## src/rtl/video_stream_pkg.sv

```systemverilog
// Shared types and helpers for the frame-buffer-to-stream pixel source.
// Optional feature macro: VSS_TEST_PATTERN_EN (adds the colour-bar LUT).
package video_stream_pkg;

  typedef enum logic [1:0] {
    IDLE  = 2'd0,
    RUN   = 2'd1,
    DRAIN = 2'd2
  } state_t;

  // Bit-replicate an in_w-bit channel, MSB first, to fill out_w bits.
  // Example: 4'h8 -> 10'b1000_1000_10 = 10'h222.
  function automatic logic [31:0] expand_ch(input logic [31:0] v,
                                            input int          in_w,
                                            input int          out_w);
    logic [31:0] r;
    r = '0;
    for (int j = 0; j < 32; j++) begin
      if (j < out_w) r[out_w-1-j] = v[in_w-1-(j % in_w)];
    end
    return r;
  endfunction

  // Unsigned fixed-point gain with saturation to out_w bits.
  function automatic logic [31:0] sat_gain(input logic [31:0] e,
                                           input logic [31:0] g,
                                           input int          frac,
                                           input int          out_w);
    logic [63:0] prod;
    logic [63:0] max_v;
    prod  = ({32'd0, e} * {32'd0, g}) >> frac;
    max_v = (64'd1 << out_w) - 64'd1;
    return (prod > max_v) ? max_v[31:0] : prod[31:0];
  endfunction

`ifdef VSS_TEST_PATTERN_EN
  // Channel-enable mask per vertical bar; bit k lights channel k.
  localparam logic [2:0] BAR_COLOUR [8] = '{3'd0, 3'd1, 3'd2, 3'd3,
                                            3'd4, 3'd5, 3'd6, 3'd7};
`endif

endpackage

```

## src/rtl/video_stream_source_fifo.sv

```systemverilog
// stream_fifo: shift-register FIFO whose head entry is a flop, so the
// output is fully registered. Carries pixel data plus sop/eop.
module stream_fifo #(
  parameter  int DEPTH = 4,
  parameter  int WIDTH = 8,
  localparam int CNT_W = $clog2(DEPTH + 1)
) (
  input  logic             clk,
  input  logic             reset_n,
  input  logic             push_i,
  input  logic [WIDTH-1:0] din_i,
  input  logic             pop_i,
  output logic [WIDTH-1:0] dout_o,
  output logic             valid_o,
  output logic [CNT_W-1:0] count_o
);

  logic [WIDTH-1:0] ent_q [DEPTH];
  logic [CNT_W-1:0] cnt_q;
  logic             pop_ok;
  logic             push_ok;
  int               wr_idx;

  assign pop_ok  = pop_i && (cnt_q != '0);
  assign push_ok = push_i && (pop_ok || (cnt_q != CNT_W'(DEPTH)));
  assign wr_idx  = pop_ok ? int'(cnt_q) - 1 : int'(cnt_q);

  // Storage: shift toward the head on pop, write behind the last valid entry.
  // NOTE: the array is reset because its head drives src_data, which must read 0 out of reset.
  always_ff @(posedge clk or negedge reset_n) begin
    if (!reset_n) begin
      for (int i = 0; i < DEPTH; i++) ent_q[i] <= '0;
    end else begin
      if (pop_ok) begin
        for (int i = 0; i < DEPTH - 1; i++) ent_q[i] <= ent_q[i+1];
      end
      if (push_ok) begin
        for (int i = 0; i < DEPTH; i++) begin
          if (i == wr_idx) ent_q[i] <= din_i;
        end
      end
    end
  end

  // Occupancy: simultaneous push and pop leaves the count unchanged.
  // NOTE: sequential state uses non-blocking assignments so every flop samples pre-edge values.
  always_ff @(posedge clk or negedge reset_n) begin
    if (!reset_n) begin
      cnt_q <= '0;
    end else begin
      case ({push_ok, pop_ok})
        2'b10:   cnt_q <= cnt_q + CNT_W'(1);
        2'b01:   cnt_q <= cnt_q - CNT_W'(1);
        default: cnt_q <= cnt_q;
      endcase
    end
  end

  assign dout_o  = ent_q[0];
  assign valid_o = (cnt_q != '0);
  assign count_o = cnt_q;

endmodule

```

## src/rtl/video_stream_source.sv

```systemverilog
// video_stream_source: reads a linear frame memory, expands each channel,
// applies per-channel saturating gain and streams pixels with sop/eop
// under ready/valid backpressure.
// Optional feature macro: VSS_TEST_PATTERN_EN (adds pattern_sel and colour bars).
module video_stream_source
  import video_stream_pkg::*;
#(
  parameter  int FRAME_W    = 320,
  parameter  int FRAME_H    = 240,
  parameter  int NUM_CH     = 3,
  parameter  int IN_CH_W    = 4,
  parameter  int OUT_CH_W   = 10,
  parameter  int GAIN_W     = 6,
  parameter  int GAIN_FRAC  = 4,
  parameter  int RD_LAT     = 1,
  parameter  int FIFO_DEPTH = 4,
  localparam int ADDR_W     = $clog2(FRAME_W * FRAME_H)
) (
  input  logic                         clk,
  input  logic                         reset_n,
  input  logic                         enable,
  output logic [ADDR_W-1:0]            mem_addr,
  input  logic [NUM_CH*IN_CH_W-1:0]    mem_rdata,
  input  logic [NUM_CH*GAIN_W-1:0]     gain,
`ifdef VSS_TEST_PATTERN_EN
  input  logic                         pattern_sel,
`endif
  output logic [NUM_CH*OUT_CH_W-1:0]   src_data,
  output logic                         src_valid,
  input  logic                         src_ready,
  output logic                         src_sop,
  output logic                         src_eop,
  output logic                         frame_done
);

  localparam int TOTAL = FRAME_W * FRAME_H;
  localparam int CNT_W = $clog2(FIFO_DEPTH + 1);
  localparam int PIX_W = NUM_CH * OUT_CH_W;

  if ((RD_LAT < 1) || (FIFO_DEPTH < RD_LAT + 3)) begin : g_param_check
    $error("video_stream_source: need RD_LAT >= 1 and FIFO_DEPTH >= RD_LAT+3");
  end

  // Per-read side information that travels alongside the memory access.
  typedef struct packed {
    logic                     sop;
    logic                     eop;
    logic [NUM_CH*GAIN_W-1:0] gain;
`ifdef VSS_TEST_PATTERN_EN
    logic                     pat;
    logic [2:0]               bar;
`endif
  } tag_t;

  state_t                   state_q;
  logic [ADDR_W-1:0]        addr_q;
  logic [NUM_CH*GAIN_W-1:0] gain_q;
  logic [CNT_W-1:0]         in_flight_q;
  logic [CNT_W-1:0]         fifo_count;
  logic                     issue;
  logic                     at_first;
  logic                     at_last;
  tag_t                     issue_tag;

  logic                     rd_vld_q [RD_LAT];
  tag_t                     rd_tag_q [RD_LAT];
  tag_t                     tag_out;

  logic [PIX_W-1:0]         px_d;
  logic [31:0]              exp_w;
  logic [31:0]              sat_w;
  logic                     st_vld_q;
  logic [PIX_W-1:0]         st_data_q;
  logic                     st_sop_q;
  logic                     st_eop_q;

  logic [PIX_W+1:0]         fifo_dout;
  logic                     frame_done_q;

`ifdef VSS_TEST_PATTERN_EN
  localparam int X_W = (FRAME_W > 1) ? $clog2(FRAME_W) : 1;
  logic [X_W-1:0] x_q;
  logic           pat_q;
  logic [2:0]     colour_w;
`endif

  assign at_first = (addr_q == '0);
  assign at_last  = (addr_q == ADDR_W'(TOTAL - 1));
  // Reads stop once every FIFO slot is either occupied or already claimed.
  assign issue    = (state_q == RUN) &&
                    ((int'(fifo_count) + int'(in_flight_q)) < FIFO_DEPTH);

  // Side information for the read issued this cycle; gain is frozen at address 0.
  always_comb begin
    issue_tag      = '0;
    issue_tag.sop  = at_first;
    issue_tag.eop  = at_last;
    issue_tag.gain = at_first ? gain : gain_q;
`ifdef VSS_TEST_PATTERN_EN
    issue_tag.pat  = at_first ? pattern_sel : pat_q;
    issue_tag.bar  = 3'((int'(x_q) * 8) / FRAME_W);
`endif
  end

  // Control FSM: address generation, frame wrap and drain-to-idle.
  always_ff @(posedge clk or negedge reset_n) begin
    if (!reset_n) begin
      state_q <= IDLE;
      addr_q  <= '0;
      gain_q  <= '0;
`ifdef VSS_TEST_PATTERN_EN
      x_q     <= '0;
      pat_q   <= 1'b0;
`endif
    end else begin
      case (state_q)
        IDLE: begin
          if (enable) state_q <= RUN;
        end
        RUN: begin
          if (issue) begin
            if (at_first) begin
              gain_q <= gain;
`ifdef VSS_TEST_PATTERN_EN
              pat_q  <= pattern_sel;
`endif
            end
            if (at_last) begin
              addr_q <= '0;
              if (!enable) state_q <= DRAIN;
            end else begin
              addr_q <= addr_q + ADDR_W'(1);
            end
`ifdef VSS_TEST_PATTERN_EN
            x_q <= (x_q == X_W'(FRAME_W - 1)) ? '0 : x_q + X_W'(1);
`endif
          end
        end
        DRAIN: begin
          if ((fifo_count == '0) && (in_flight_q == '0)) state_q <= IDLE;
        end
        default: state_q <= IDLE;
      endcase
    end
  end

  // Tag delay line matching the memory read latency.
  always_ff @(posedge clk or negedge reset_n) begin
    if (!reset_n) begin
      for (int i = 0; i < RD_LAT; i++) begin
        rd_vld_q[i] <= 1'b0;
        rd_tag_q[i] <= '0;
      end
    end else begin
      rd_vld_q[0] <= issue;
      rd_tag_q[0] <= issue_tag;
      for (int i = 1; i < RD_LAT; i++) begin
        rd_vld_q[i] <= rd_vld_q[i-1];
        rd_tag_q[i] <= rd_tag_q[i-1];
      end
    end
  end

  assign tag_out = rd_tag_q[RD_LAT-1];

  // Channel expansion (or colour bar) followed by saturating gain.
  // NOTE: every variable gets a default at the top of always_comb so no path can infer a latch.
  always_comb begin
    px_d  = '0;
    exp_w = '0;
    sat_w = '0;
`ifdef VSS_TEST_PATTERN_EN
    colour_w = BAR_COLOUR[tag_out.bar];
`endif
    for (int ch = 0; ch < NUM_CH; ch++) begin
      exp_w = expand_ch(32'(mem_rdata[ch*IN_CH_W +: IN_CH_W]), IN_CH_W, OUT_CH_W);
`ifdef VSS_TEST_PATTERN_EN
      if (tag_out.pat) begin
        exp_w = ((ch < 3) && colour_w[ch]) ? ((32'd1 << OUT_CH_W) - 32'd1) : 32'd0;
      end
`endif
      sat_w = sat_gain(exp_w, 32'(tag_out.gain[ch*GAIN_W +: GAIN_W]), GAIN_FRAC, OUT_CH_W);
      px_d[ch*OUT_CH_W +: OUT_CH_W] = sat_w[OUT_CH_W-1:0];
    end
  end

  // Pixel register between the memory return and the FIFO.
  always_ff @(posedge clk or negedge reset_n) begin
    if (!reset_n) begin
      st_vld_q  <= 1'b0;
      st_data_q <= '0;
      st_sop_q  <= 1'b0;
      st_eop_q  <= 1'b0;
    end else begin
      st_vld_q  <= rd_vld_q[RD_LAT-1];
      st_data_q <= px_d;
      st_sop_q  <= tag_out.sop;
      st_eop_q  <= tag_out.eop;
    end
  end

  // Reads issued but not yet written into the FIFO.
  always_ff @(posedge clk or negedge reset_n) begin
    if (!reset_n) begin
      in_flight_q <= '0;
    end else begin
      case ({issue, st_vld_q})
        2'b10:   in_flight_q <= in_flight_q + CNT_W'(1);
        2'b01:   in_flight_q <= in_flight_q - CNT_W'(1);
        default: in_flight_q <= in_flight_q;
      endcase
    end
  end

  stream_fifo #(
    .DEPTH (FIFO_DEPTH),
    .WIDTH (PIX_W + 2)
  ) u_fifo (
    .clk     (clk),
    .reset_n (reset_n),
    .push_i  (st_vld_q),
    .din_i   ({st_sop_q, st_eop_q, st_data_q}),
    .pop_i   (src_valid && src_ready),
    .dout_o  (fifo_dout),
    .valid_o (src_valid),
    .count_o (fifo_count)
  );

  // One-cycle pulse following acceptance of the end-of-frame beat.
  always_ff @(posedge clk or negedge reset_n) begin
    if (!reset_n) frame_done_q <= 1'b0;
    else          frame_done_q <= src_valid && src_ready && src_eop;
  end

  assign mem_addr   = addr_q;
  assign src_data   = fifo_dout[PIX_W-1:0];
  assign src_eop    = fifo_dout[PIX_W];
  assign src_sop    = fifo_dout[PIX_W+1];
  assign frame_done = frame_done_q;

endmodule

```

## config.mk

```make
export PLATFORM = sky130hd
export DESIGN_NAME = video_stream_source
export DESIGN_NICKNAME = d
export VERILOG_FILES = /design/src/rtl/video_stream_pkg.sv /design/src/rtl/video_stream_source_fifo.sv /design/src/rtl/video_stream_source.sv
export SDC_FILE = /design/constraint.sdc
export NUM_CORES = 1
export LEC_CHECK = 0
export BUFFER_PORTS_ARGS = -buffer_cell sky130_fd_sc_hd__buf_4
export CORE_MARGIN = 10
export CORE_UTILIZATION = 25
export DETAILED_ROUTE_END_ITERATION = 10
export SYNTH_ARGS = -nofsm -noshare
export SYNTH_HDL_FRONTEND = slang
export SYNTH_SLANG_ARGS = --single-unit
export TNS_END_PERCENT = 50
```

## constraint.sdc

```tcl
create_clock -name clk -period 6.2 [get_ports clk]
set_clock_uncertainty 0.15 [all_clocks]
set_input_delay 0.31 -clock clk [delete_from_list [all_inputs] [get_ports clk]]
set_output_delay 0.31 -clock clk [all_outputs]
set_load 0.005 [all_outputs]
```

[Word level (Yosys, flattened, before mapping)]
Index checks and enable logic that the tools add are counted.
Word-level totals
  register bits after elaboration: 226
  bits in latches: 0
  memory bits (writable): 0
  memory bits (read-only): 0
  input bits: 34
  output and inout port bits: 51
  logic and storage cells: 86
  memories: 0
Cells by class
  add/sub/neg operators: 7
  $mul: 3
  divide/modulo/power cells: 0
  order comparisons: 4
  equality and inequality tests: 16
  shift operators: 0
  multiplexer cells: 20
  bitwise logic cells: 0
  reductions and logical operators: 18
Operator list (number)
  32-bit two-way mux: 5
  128-bit two-way mux: 1
  96-bit two-way mux: 1
  3-bit by 32-bit equality test with 1-bit output (first input constant): 2
  10-bit by 6-bit multiplier with 16-bit output: 3
  12-bit by 10-bit greater-than comparator with 1-bit output (second input constant): 3
  2-bit by 32-bit equality test with 1-bit output (first input constant): 1
  32-bit zero test: 1
  10-bit two-way mux: 3
  18-bit two-way mux: 1
  17-bit by 1-bit adder with 17-bit output (second input constant): 1
  17-bit equality test (second input constant): 1
  17-bit zero test: 1
  17-bit two-way mux: 1
  3-bit case mux with 2 select lines: 2
  2-bit two-way mux: 5
  2-bit inequality test (second input constant): 5
  3-bit by 1-bit adder with 3-bit output (second input constant): 2
  2-bit by 1-bit equality test with 1-bit output (second input constant): 3
  2-bit equality test (second input constant): 3
  1-bit logical AND: 6
  3-bit zero test: 2
  2-bit case mux with 3 select lines: 1
  3-bit by 1-bit subtractor with 3-bit output (second input constant): 2
  other kinds (10): 12

[Depth between registers and ports, before layout]
  word-level depth: 7
  gate-level depth with buffers: 16
  gate-level depth less buffers: 16

[Cells and area by module]
A second synthesis with hierarchy kept.
Unflattened totals
  cells, all modules: 1283
  area total of the unflattened synthesis: 14532.7 µm²
By module, submodules not included
  video_stream_source: times used 1, cells an instance 823, area each 7862.5 µm², seq. area each 2377.3 µm²
  stream_fifo: times used 1, cells an instance 460, area each 6670.1 µm², seq. area each 3278.1 µm²

[Least setup slack after synthesis]
OpenSTA, ideal clock, no wires.
  path kind: reg2reg
  start point: reg rd_tag_q[11] (netlist bit)
  end point: reg st_data_q[14]
  library setup time: 144 ps
  data arrival time: 3952 ps
  data required time: 5906 ps
  slack: 1954 ps
  cell stages (with the launch flop): 17
  path buffers: 0
  clock period less this slack: 4246 ps
  cells stage by stage: dfrtp_1 -> and2_1 -> inv_1 -> fa_1 -> inv_1 -> fa_1 -> inv_1 -> fa_1 -> inv_1 -> ha_1 -> a21oi_1 -> nand2_1 -> and3_1 -> a221o_1 -> a21oi_1 -> a2bb2oi_4 -> o211ai_1
On the way
  longest elaborated chain between the ends: 3
Ends and longest elaborated chain
  start: declaration: RTL line video_stream_source.sv:66  | tag_t rd_tag_q [RD_LAT];
  start signal: indexed assignment: RTL line video_stream_source.sv:159  | rd_tag_q[i] <= rd_tag_q[i-1];
  10-bit by 6-bit multiplier with 16-bit output (*): RTL line video_stream_pkg.sv:31  | prod = ({32'd0, e} * {32'd0, g}) >> frac;
  12-bit by 10-bit greater-than comparator with 1-bit output: RTL line video_stream_pkg.sv:33  | return (prod > max_v) ? max_v[31:0] : prod[31:0];
  10-bit two-way mux (*): RTL line video_stream_pkg.sv:33
  net px_d[14]: RTL line video_stream_source.sv:69  | logic [PIX_W-1:0] px_d;
  end signal: assignment: RTL line video_stream_source.sv:196  | st_data_q <= px_d;
  end: declaration: RTL line video_stream_source.sv:73  | logic [PIX_W-1:0] st_data_q;
Mark *: on every way through the listed nets, which the timed path passes. The rest lies on a longest branch.
A chain may end at the register's enable or synchronous reset.

[Worst setup path after layout]
  start point: reg rd_tag_q[17] (netlist bit)
  end point: reg st_data_q[23]
The elaborated chain is that of the path after synthesis.

==> run summary <==
The run finished with clean final reports. At the pin with the least slew margin, the transition time is 1160 ps. The floorplan step set the die width to 258 um. The analysis attributes to cell leakage a power of 7.98 nW. The type of the worst setup path is reg -> reg.

After global routing the overflow that remains totals 0. The congestion estimate from routability-driven global placement came to 0.867. The tools report the number of nets in the final layout as 1742. The DRC marker count from the first detailed-route iteration was 695. The tool flagged a number of max-cap violations equal to 0. The die is 258 um tall. Prior to clock tree synthesis, the placed netlist has a worst setup slack of 1630 ps.

Counting the buffers created by CTS gives 27. For the maximum number of pins on one net before global-route repair, the log shows 135. The maximum operating frequency was 220 MHz; the count of flip-flops with a built-in enable after synthesis was 0. IR analysis of the VDD net gives a maximum drop of 0.000272 V.

The via count of the first global-routing pass is 10600. The run gives 0.252 as the starting utilization of the core area. Across all setup checks in the final design, the least slack found is 1660 ps. Clock-pin slew was measured on the worst setup and hold paths at 50 ps. Sorting the synthesized cells by area gives the leading types as sky130_fd_sc_hd__dfrtp_1 40%, sky130_fd_sc_hd__fa_1 11%, sky130_fd_sc_hd__nand2_1 8.6%.

The minimum period implied by the final worst setup slack was 4540 ps. After synthesis, the netlist uses 68 different library cells. The first-pass GRT wire length is 56.9 mm, and the via total after detailed routing is 10200.

After detailed routing, the average wire length per cell comes to 14.5 um. The quantity of I/O buffers inserted on ports works out to 84. Number of antenna violations at the first check in global routing: 0. The count of nets left with antenna violations once routing finished came out at 0. In this run the post-CTS setup repair buffer count came out at 0.

At the worst endpoint, the required time is 6490 ps. TritonCTS built the clock tree. Of all nets on the critical path, the largest fanout is 10. STA classifies the critical path startpoint as a flip-flop. Adding up every negative setup slack in the final design gives 0 ps.

After synthesis the netlist holds a flip-flop and latch count of 226. Total routed wire length on the met1 layer: 16.3 mm. The number of nets in the synthesized netlist is 1684. For this run, design rule violations remaining after detail routing come to 0. The total global routing track utilization came out at 0.102. The logs give 3 for the maximum count of clock buffers along a single path and 85 for the I/O pin count.

The async set or reset register ratio after synthesis is 1.00. The kind of end point of the critical path is a flip-flop. The logs give 0.293 for the final cell utilization of the core and 0.228 for the worst-case headroom to the max-slew limit. Setup violations remaining at the end of the flow were counted as 0.

After synthesis, the most frequently instantiated cells are 326 x sky130_fd_sc_hd__nand2_1, 226 x sky130_fd_sc_hd__dfrtp_1, 163 x sky130_fd_sc_hd__inv_1. In the routed layout, each cell is associated on average with a via count of 4.37. The wire-length estimate of the detail-placed layout is 24.3 mm.

The per-instance average area after synthesis was 9.44 um^2. CTS saw 226 sinks. The min-delay analysis places its worst path in the category in -> reg. The Yosys step of the flow raised 0 warnings.

The area fraction of the dominant cell type after synthesis works out to 0.399. From synthesis to final layout, the design area changed by 16.3%. Setup repair after global routing left no endpoint under its margin.

The sequential-to-total area share from yosys stat is 0.399. Detailed routing placed a total of 1.11 mm of wire on met3. The largest total area in the synthesized netlist belongs to sky130_fd_sc_hd__dfrtp_1. Synthesis produced 1503 cells.

The finished cells cover 16500 um^2. The most common cell in the synthesized netlist is sky130_fd_sc_hd__nand2_1. 0 antenna diodes ended up in the layout. The mapped netlist covers 14200 um^2. The run gives 1 as the number of H-tree branching levels.

The first detailed-routing pass took 5 iterations. Fraction of layout cells with a size suffix above 1: 0.137. In this run the cell area measured after placement is 15400 um^2. The fraction of the cycle the final worst path needs came out at 0.732.

Highest metal layer with signal wires: met4. Summed over all layers, the routed wires come to 33.8 mm. The power per unit of standard cell area was 653 nW/um^2; the latest clock arrival within the worst-skew pair was 560 ps. The tools report the buffer cell driving the clock tree root as sky130_fd_sc_hd__clkbuf_16. The most used flip-flop cell after synthesis is sky130_fd_sc_hd__dfrtp_1.

Data arrives at the worst endpoint at 4830 ps. Total count of max-transition violations in the final report: 0. The floorplan has 87 rows. The die covers 66700 um^2. Number of hold violations in the final report: 0. The logs give 56300 um^2 for the area of the placeable core and 15.6 mm for the met2 routed wirelength.
-- final cells by class --
| cell class | count | area, um^2 |
|---|---|---|
| fillers | 5862 | 39800 |
| multi-input cells | 1027 | 7420 |
| flip-flops and latches | 226 | 5660 |
| well taps | 756 | 946 |
| repair buffers | 112 | 913 |
| clock buffers | 39 | 801 |
| inverters | 167 | 627 |
| clock inverters | 9 | 126 |
-- power by group --
| part | total, mW | internal (mW) | switching [mW] |
|---|---|---|---|
| combinational | 6.39 | 2.76 | 3.64 |
| clock | 1.66 | 1.01 | 0.642 |
| sequential | 2.72 | 2.20 | 0.518 |
| total | 10.8 | 5.98 | 4.80 |
-- logic make-up (layout without fill, tap and decap cells) --
| family | after synthesis | count (layout) | synth area share |
|---|---|---|---|
| flip-flops | 226 | 226 | 0.399 |
| AO/OA/AOI/OAI | 203 | 203 | 0.0992 |
| adder cells (fa/ha/maj) | 147 | 147 | 0.170 |
| XOR/XNOR | 39 | 39 | 0.0241 |
| multiplexers | 53 | 53 | 0.0498 |
| AND/OR/NAND/NOR | 585 | 585 | 0.179 |
| buffers and inverters | 250 | 327 | 0.0783 |
-- metrics by stage --
stage	hold slack, ps	power (mW)	instances
2_1_floorplan	-136	7.60	1503
6_report	200	10.8	2336
5_1_grt	213	12.0	2336
4_1_cts	182	10.9	2336
3_3_place_gp	188	8.97	2267
3_5_place_dp	187	9.19	2267
-- worst max-delay path, cell delays in order (launching register included) --
cell and delay, ps:
sky130_fd_sc_hd__dfrtp_1 400, sky130_fd_sc_hd__and2_1 210, sky130_fd_sc_hd__inv_1 80, sky130_fd_sc_hd__fa_1 540, sky130_fd_sc_hd__inv_1 80, sky130_fd_sc_hd__fa_1 540
sky130_fd_sc_hd__inv_1 50, sky130_fd_sc_hd__fa_1 500, sky130_fd_sc_hd__inv_1 40, sky130_fd_sc_hd__ha_1 340, sky130_fd_sc_hd__o21ai_0 210, sky130_fd_sc_hd__a21oi_1 130
sky130_fd_sc_hd__o41ai_2 340, sky130_fd_sc_hd__a21oi_1 140, sky130_fd_sc_hd__xnor2_1 260, sky130_fd_sc_hd__a31oi_4 170, sky130_fd_sc_hd__or2_1 250
-- what timing repair did --
item	4_1_cts	5_1_grt
hold endpoints to repair	131	0
gates resized for setup	0	0
hold buffers	21	0
-- flip-flops by register name, indices dropped and copies added, names as in the netlist --
name            count
state_q             2
frame_done          1
mem_addr           17
rd_tag_q           20
st_sop_q            1
rd_vld_q            1
gain_q             18
st_eop_q            1
u_fifo.ent_q       96
st_vld_q            1
st_data_q          30
in_flight_q         3
u_fifo.count_o      3
u_fifo.dout_o      32
-- cell usage in the layout (no fill, tap or decap), types with 30 or more instances in the layout --
| cell | netlist | final |
|---|---|---|
| sky130_fd_sc_hd__a21oi_1 | 30 | 30 |
| sky130_fd_sc_hd__a31oi_1 | 99 | 99 |
| sky130_fd_sc_hd__and2_1 | 35 | 34 |
| sky130_fd_sc_hd__buf_4 | 33 | 89 |
| sky130_fd_sc_hd__dfrtp_1 | 226 | 226 |
| sky130_fd_sc_hd__fa_1 | 77 | 77 |
| sky130_fd_sc_hd__ha_1 | 70 | 70 |
| sky130_fd_sc_hd__inv_1 | 163 | 163 |
| sky130_fd_sc_hd__mux2_4 | 30 | 30 |
| sky130_fd_sc_hd__nand2_1 | 326 | 326 |
| sky130_fd_sc_hd__nor2_1 | 123 | 123 |
-- per-layer routing --
metal	vias to the layer above	GRT usage
met4	0	0.0299
met2	178	0.166
met1	5007	0.139
met5	-	0
li1	4983	-
met3	40	0.0134
-- worst paths after layout --
check | startpoint | endpoint | slack, ps | cells past startpoint
worst max-delay path | rd_tag_q[17]$_DFF_PN0_ | st_data_q[23]$_DFF_PN0_ | 1660 | 16
worst min-delay path | mem_rdata[3] | st_data_q[2]$_DFF_PN0_ | 200 | 5
worst max register to register | rd_tag_q[17]$_DFF_PN0_ | st_data_q[23]$_DFF_PN0_ | 1660 | 16
min in group asynchronous | reset_n | rd_tag_q[7]$_DFF_PN0_ | 220 | 2
max in group asynchronous | reset_n | u_fifo.ent_q[29]$_DFFE_PN0P_ | 4400 | 3
worst min register to register | rd_vld_q$_DFF_PN0_ | st_vld_q$_DFF_PN0_ | 200 | 0
Note: power is estimated with default switching activity, not from simulation.
